`src/rtl/tt_vec_idp_seq_if.sv`:
```
// Request / issue / writeback bundle of the vector-integer beat sequencer.
// Master drives op descriptors, writeback readiness and flush; slave is the sequencer.
// Ports: request handshake + descriptor, i_wb_rdy, i_kill, per-beat issue strobes and flags, busy/done.
interface tt_vec_idp_seq_if;
  logic       i_req_vld;
  logic       o_req_rdy;
  logic [2:0] i_req_lmul;
  logic       i_req_wdeop;
  logic       i_req_nrwop;
  logic       i_req_mulen;
  logic       i_wb_rdy;
  logic       i_kill;
  logic       o_vex_en_0a;
  logic       o_vex_en_1a;
  logic [2:0] o_lmul_cnt_0a;
  logic       o_first_0a;
  logic       o_last_0a;
  logic       o_busy;
  logic       o_done;

  modport master (
    output i_req_vld, i_req_lmul, i_req_wdeop, i_req_nrwop, i_req_mulen, i_wb_rdy, i_kill,
    input  o_req_rdy, o_vex_en_0a, o_vex_en_1a, o_lmul_cnt_0a, o_first_0a, o_last_0a,
           o_busy, o_done
  );

  modport slave (
    input  i_req_vld, i_req_lmul, i_req_wdeop, i_req_nrwop, i_req_mulen, i_wb_rdy, i_kill,
    output o_req_rdy, o_vex_en_0a, o_vex_en_1a, o_lmul_cnt_0a, o_first_0a, o_last_0a,
           o_busy, o_done
  );
endinterface

```
`src/rtl/tt_vec_idp_seq.sv`:
```
// Purpose: splits one vector-integer op descriptor into per-register beats (1<<leff) for the add/mul datapath.
// Latency: first beat issues the cycle after accept; o_done 1 (add) or 2 (mul) cycles after the last beat.
// Backpressure: i_wb_rdy=0 stalls issue with the beat counter held; descriptors accepted only while idle.
// Ports: i_clk, i_reset (async, active-high), bus (slave modport): request handshake/descriptor,
//        i_wb_rdy, i_kill, o_vex_en_0a/1a, o_lmul_cnt_0a, o_first_0a, o_last_0a, o_busy, o_done.
module tt_vec_idp_seq #(
  parameter int unsigned VLEN      = 256,
  parameter int unsigned MAX_BEATS = 8
) (
  input logic              i_clk,
  input logic              i_reset,
  tt_vec_idp_seq_if.slave  bus
);

  localparam logic [2:0] LEFF_MAX = 3'((MAX_BEATS > 1) ? $clog2(MAX_BEATS) : 0);
  // An illegal configuration never accepts work rather than issuing malformed beats.
  localparam bit CFG_OK = (VLEN >= 64) && ((VLEN & (VLEN - 1)) == 0) &&
                          (MAX_BEATS <= 8) && ((MAX_BEATS & (MAX_BEATS - 1)) == 0);

  typedef enum logic [1:0] {
    ST_IDLE  = 2'd0,
    ST_ISSUE = 2'd1,
    ST_DRAIN = 2'd2
  } state_t;

  state_t     state_q, state_d;
  logic [2:0] cnt_q;
  logic [2:0] last_idx_q;
  logic       mul_q;
  logic [1:0] lat_q;
  logic       en_1a_q;

  logic       req_rdy;
  logic       vex_en_0a;
  logic       done;
  logic       accept;
  logic       last_issue;
  logic [2:0] lmul_base;
  logic [2:0] leff_raw;
  logic [2:0] leff;
  logic [2:0] last_idx_d;

  // Fractional LMUL still occupies one whole register; widening/narrowing doubles the register count.
  assign lmul_base  = bus.i_req_lmul[2] ? 3'd0 : {1'b0, bus.i_req_lmul[1:0]};
  assign leff_raw   = lmul_base + {2'b00, bus.i_req_wdeop | bus.i_req_nrwop};
  assign leff       = (leff_raw > LEFF_MAX) ? LEFF_MAX : leff_raw;
  // Index of the final beat, (1<<leff)-1, formed without a 4-bit intermediate.
  assign last_idx_d = ~(3'b111 << leff);

  assign accept     = bus.i_req_vld & req_rdy;
  assign last_issue = vex_en_0a & (cnt_q == last_idx_q);

  always_ff @(posedge i_clk or posedge i_reset) begin
    if (i_reset) begin
      state_q <= ST_IDLE;
    end else begin
      state_q <= state_d;
    end
  end

  always_comb begin
    state_d   = state_q;
    req_rdy   = 1'b0;
    vex_en_0a = 1'b0;
    done      = 1'b0;
    unique case (state_q)
      ST_IDLE: begin
        // Depends on i_kill only, never on i_req_vld.
        req_rdy = CFG_OK & ~bus.i_kill;
        if (bus.i_req_vld && req_rdy) begin
          state_d = ST_ISSUE;
        end
      end
      ST_ISSUE: begin
        vex_en_0a = bus.i_wb_rdy & ~bus.i_kill;
        if (bus.i_kill) begin
          state_d = ST_IDLE;
        end else if (vex_en_0a && (cnt_q == last_idx_q)) begin
          state_d = ST_DRAIN;
        end
      end
      ST_DRAIN: begin
        if (bus.i_kill) begin
          state_d = ST_IDLE;
        end else if (lat_q == 2'd1) begin
          done    = 1'b1;
          state_d = ST_IDLE;
        end
      end
      default: state_d = ST_IDLE;
    endcase
  end

  always_ff @(posedge i_clk or posedge i_reset) begin
    if (i_reset) begin
      cnt_q      <= 3'd0;
      last_idx_q <= 3'd0;
      mul_q      <= 1'b0;
      lat_q      <= 2'd0;
      en_1a_q    <= 1'b0;
    end else begin
      // vex_en_0a is already low during a kill, so the 1a copy clears with it.
      en_1a_q <= vex_en_0a;
      if (accept) begin
        cnt_q      <= 3'd0;
        last_idx_q <= last_idx_d;
        mul_q      <= bus.i_req_mulen;
      end else if (bus.i_kill) begin
        cnt_q <= 3'd0;
        lat_q <= 2'd0;
      end else if (last_issue) begin
        // Counter parks at zero instead of wrapping; lat_q counts down to the result-valid cycle.
        cnt_q <= 3'd0;
        lat_q <= mul_q ? 2'd2 : 2'd1;
      end else if (vex_en_0a) begin
        cnt_q <= cnt_q + 3'd1;
      end else if (state_q == ST_DRAIN) begin
        lat_q <= lat_q - 2'd1;
      end
    end
  end

  assign bus.o_req_rdy     = req_rdy;
  assign bus.o_vex_en_0a   = vex_en_0a;
  assign bus.o_vex_en_1a   = en_1a_q;
  assign bus.o_lmul_cnt_0a = cnt_q;
  assign bus.o_first_0a    = vex_en_0a & (cnt_q == 3'd0);
  assign bus.o_last_0a     = last_issue;
  assign bus.o_busy        = (state_q != ST_IDLE);
  assign bus.o_done        = done;

endmodule

```
`src/flat_wrapper.sv`:
```
// flat-port wrapper written by rule: the top's interface ports become plain ports
module tt_vec_idp_seq_flat 
#(
  parameter int unsigned VLEN      = 256,
  parameter int unsigned MAX_BEATS = 8
)
  (i_clk, i_reset, bus_i_req_vld, bus_i_req_lmul, bus_i_req_wdeop, bus_i_req_nrwop, bus_i_req_mulen, bus_i_wb_rdy, bus_i_kill, bus_o_req_rdy, bus_o_vex_en_0a, bus_o_vex_en_1a, bus_o_lmul_cnt_0a, bus_o_first_0a, bus_o_last_0a, bus_o_busy, bus_o_done);
  tt_vec_idp_seq_if bus_i ();
  input logic i_clk;
  input logic i_reset;
  input wire logic [$bits(bus_i.i_req_vld)-1:0] bus_i_req_vld;
  input wire logic [$bits(bus_i.i_req_lmul)-1:0] bus_i_req_lmul;
  input wire logic [$bits(bus_i.i_req_wdeop)-1:0] bus_i_req_wdeop;
  input wire logic [$bits(bus_i.i_req_nrwop)-1:0] bus_i_req_nrwop;
  input wire logic [$bits(bus_i.i_req_mulen)-1:0] bus_i_req_mulen;
  input wire logic [$bits(bus_i.i_wb_rdy)-1:0] bus_i_wb_rdy;
  input wire logic [$bits(bus_i.i_kill)-1:0] bus_i_kill;
  output wire logic [$bits(bus_i.o_req_rdy)-1:0] bus_o_req_rdy;
  output wire logic [$bits(bus_i.o_vex_en_0a)-1:0] bus_o_vex_en_0a;
  output wire logic [$bits(bus_i.o_vex_en_1a)-1:0] bus_o_vex_en_1a;
  output wire logic [$bits(bus_i.o_lmul_cnt_0a)-1:0] bus_o_lmul_cnt_0a;
  output wire logic [$bits(bus_i.o_first_0a)-1:0] bus_o_first_0a;
  output wire logic [$bits(bus_i.o_last_0a)-1:0] bus_o_last_0a;
  output wire logic [$bits(bus_i.o_busy)-1:0] bus_o_busy;
  output wire logic [$bits(bus_i.o_done)-1:0] bus_o_done;
  assign bus_i.i_req_vld = bus_i_req_vld;
  assign bus_i.i_req_lmul = bus_i_req_lmul;
  assign bus_i.i_req_wdeop = bus_i_req_wdeop;
  assign bus_i.i_req_nrwop = bus_i_req_nrwop;
  assign bus_i.i_req_mulen = bus_i_req_mulen;
  assign bus_i.i_wb_rdy = bus_i_wb_rdy;
  assign bus_i.i_kill = bus_i_kill;
  assign bus_o_req_rdy = bus_i.o_req_rdy;
  assign bus_o_vex_en_0a = bus_i.o_vex_en_0a;
  assign bus_o_vex_en_1a = bus_i.o_vex_en_1a;
  assign bus_o_lmul_cnt_0a = bus_i.o_lmul_cnt_0a;
  assign bus_o_first_0a = bus_i.o_first_0a;
  assign bus_o_last_0a = bus_i.o_last_0a;
  assign bus_o_busy = bus_i.o_busy;
  assign bus_o_done = bus_i.o_done;
  tt_vec_idp_seq #(.VLEN(VLEN), .MAX_BEATS(MAX_BEATS)) u_core (.i_clk(i_clk), .i_reset(i_reset), .bus(bus_i));
endmodule
```
`config.mk`:
```
export PLATFORM = sky130hd
export DESIGN_NAME = tt_vec_idp_seq_flat
export DESIGN_NICKNAME = d
export VERILOG_FILES = /design/src/rtl/tt_vec_idp_seq_if.sv /design/src/rtl/tt_vec_idp_seq.sv /design/src/flat_wrapper.sv
export SDC_FILE = /design/constraint.sdc
export NUM_CORES = 1
export LEC_CHECK = 0
export ABC_AREA = 0
export CAP_MARGIN = 10
export CORE_MARGIN = 2
export CORE_UTILIZATION = 49
export CTS_CLUSTER_DIAMETER = 50
export DETAILED_ROUTE_END_ITERATION = 16
export PLACE_DENSITY = 0.81
export SLEW_MARGIN = 20
export SYNTH_ARGS = -nofsm -noshare
export SYNTH_HDL_FRONTEND = slang
export SYNTH_SLANG_ARGS = --single-unit
```
`constraint.sdc`:
```
create_clock -name i_clk -period 2.7 [get_ports i_clk]
set_input_delay 0.405 -clock i_clk [delete_from_list [all_inputs] [get_ports i_clk]]
set_output_delay 0.405 -clock i_clk [all_outputs]
set_load 0.1 [all_outputs]
```
==> results.yml <==
place:
  post-dp-hpwl_um: 1040
  gp_congestion: 0.766
  portBuffers: 20
  dpl_worst_slack_ns: 0.361
synthesis:
  synth_top_area_share: 0.413
  synth_fp_nets: 90
  ys_seq_elements: 12
  synth_most_common_cell: "dfrtp_1"
  synth_simple_gate_area_frac: 0.272
  dominantRegCellSynth: "dfrtp_1"
  syn_avg_cell_area_um2: 9.69
  ys_seq_area_frac: 0.413
  synth-compound-area-share: 0.115
  syn-cell-area_um2: 727
  synthCells: 75
  synthTopCellsByArea: "dfrtp_1 (41%), ha_1 (6.9%), nor3b_1 (4.1%), nand4bb_4 (3.8%), inv_1 (3.6%)"
  synth_xor_area_frac: 0.0361
  yosysUniqueCellTypes: 27
  synth_top_family_by_area: "simple AND/OR/NAND/NOR gates"
  synthTopCellsByCount: "dfrtp_1 (12), inv_1 (7), nand2_1 (6)"
  async_flop_share: 1.00
  synthMuxAreaShare: 0.0430
  yosys_warnings: 0
  synthAdderAreaFrac: 0.0688
  synth_edf_count: 0
  yosysTopAreaCell: "dfrtp_1"
critical_path:
  crit_chain: "clkdlybuf4s50_1, nand4bb_4, or4_4, inv_1, buf_12"
  required_ns: 2.30
  max_stage_delay_ns: 0.54
  cp_top_family: "buffers and inverters"
  crit_buf_inv: 3
  endpoint_kind: "output pin"
  path_class: "input pin to output pin"
  slowest_stage: "clkdlybuf4s50_1"
  cp-start-kind: "input pin"
  crit_arrival_ns: 1.92
  reg2reg_slack_ns: 1.01
  path_max_fanout: 7
power_and_ir_drop:
  finalPower_uw: 547
  p_comb_frac: 0.337
  seqPwrFrac: 0.401
  irDropWorstVdd_uv: 302
  p_int_uw: 355
  p_leak_uw: 0.000480
  p_clk_frac: 0.262
  p_sw_uw: 192
  p_sw_frac: 0.352
  power_density_mw_per_mm2: 526
sta:
  setup_viol: 0
  period_share: 0.863
  worst_hold_slack_ns: 0.441
  tns_ns: 0
  setup_ws_ns: 0.371
  worst_pin_slew_ns: 0.583
  rsz0062_at_grt: "false"
  period_minus_slack_ns: 2.33
  skew_ns: 0.00586
  drv_slew: 0
  hold_viol_final: 0
  fmax_ghz: 0.429
  slew_headroom: 0.606
detailed_routing:
  wl_um: 1330
  final_antenna_net_count: 0
  wl_per_cell_um: 11.7
  drtIter0Drc: 17
  vias: 619
  drcViolationCount: 0
  first_pass_iters: 2
  vias_per_cell: 5.43
clock_tree:
  clkLatencyLatePin_ns: 0.27
  cts_buffers: 3
  ctsHoldBuffers: 0
  htree_levels: 1
  cts_resized: 0
  root_buffer: "clkbuf_4"
  cts.clk_slew.worst_paths_ns: 0.08
  post-cts-setup-buffer-count: 0
  max-clock-path-buffers: 2
  cts_tree: "done"
  cts_sinks: 12
grt:
  overflow: 0
  grt_start_max_net_pins: 13
  grt_pass1_wl_um: 2320
  antenna_found_initial: 0
  grtUsageTotal: 0.170
  grt_pass1_vias: 556
die:
  die_w_um: 42.5
  die_h_um: 42.5
  core-area_mm2: 0.00135
  initial_core_util: 0.538
  fp-row-count: 13
  dieArea_mm2: 0.00181
  io_pins: 21
worst_hold_path:
  hold_class: "input pin to async pin"
final_layout:
  area_growth_syn_to_layout_pct: 43.2
  drive_above_1_share: 0.263
  antenna_cells: 0
  nets: 115
status:
  status: "completed"
run:
  cap_violations: 0
layout make-up:
cell class | count | area [µm²]
repair buffers | 21 | 245
well taps | 15 | 18.8
inverters | 7 | 26.3
clock buffers | 4 | 36.3
fillers | 93 | 309
flip-flops and latches | 12 | 304
multi-input cells | 55 | 410
power by group through the flow:
stage          Sequential (µW)  Combinational, µW  Clock [µW]
3_3_place_gp               222                183           0
5_1_grt                    223                202         158
3_5_place_dp               223                186           0
2_1_floorplan              230                122           0
6_report                   219                185         143
4_1_cts                    219                186         151
stage by stage:
stage | area (µm²) | util | cells
final | 1040 | 0.771 | 114
after global routing | 1040 | 0.771 | 114
after CTS | 1040 | 0.771 | 114
after detailed placement | 1000 | 0.744 | 110
after global placement | 1000 | 0.744 | 110
after floorplan | 752 | - | 75
registers in the layout, summed over array words and instances, names as in the netlist:
name / flops
u_core.bus.o_lmul_cnt_0a: 3
u_core.bus.o_vex_en_1a: 1
u_core.last_idx_q: 3
u_core.lat_q: 2
u_core.mul_q: 1
u_core.state_q: 2
cells by family (layout without fill, tap and decap cells):
| kind of cell | count (synthesis) | after routing |
|---|---|---|
| adder cells (fa/ha/maj) | 4 | 4 |
| flip-flops | 12 | 12 |
| AND/OR/NAND/NOR | 32 | 32 |
| XOR/XNOR | 3 | 3 |
| buffers and inverters | 8 | 32 |
| AO/OA/AOI/OAI | 13 | 13 |
| multiplexers | 3 | 3 |
routing by layer:
layer,vias up,track usage,part of all wire
li1,312,-,-
met1,288,0.214,0.47
met2,17,0.283,0.48
met3,2,0.0129,0.047
met4,0,0.0938,0.0053
met5,-,0,0
placed cells by master (no fill, tap or decap), drive strengths merged, types with 2 or more instances in the layout:
master,instances
dfrtp,12
xor2,3
a21oi,4
nand3,4
buf,11
nand2,6
nor2,5
nor3,2
or2,2
ha,4
inv,7
nor3b,4
o21ai,4
mux2i,2
clkbuf,4
nor2b,3
clkdlybuf4s50,10
final timing paths:
kind,start,to,depth (start not counted)
worst max-delay path,bus_i_wb_rdy,bus_o_last_0a,5
worst min-delay path,i_reset,u_core.lat_q[1],2
min in group i_clk,u_core.last_idx_q[2],u_core.last_idx_q[2],2
worst max register to register,u_core.state_q[1],u_core.lat_q[0],4
worst min register to register,u_core.last_idx_q[2],u_core.last_idx_q[2],2
max in group asynchronous,i_reset,u_core.bus.o_lmul_cnt_0a[1],2
Note: power is estimated with default switching activity, not from simulation.
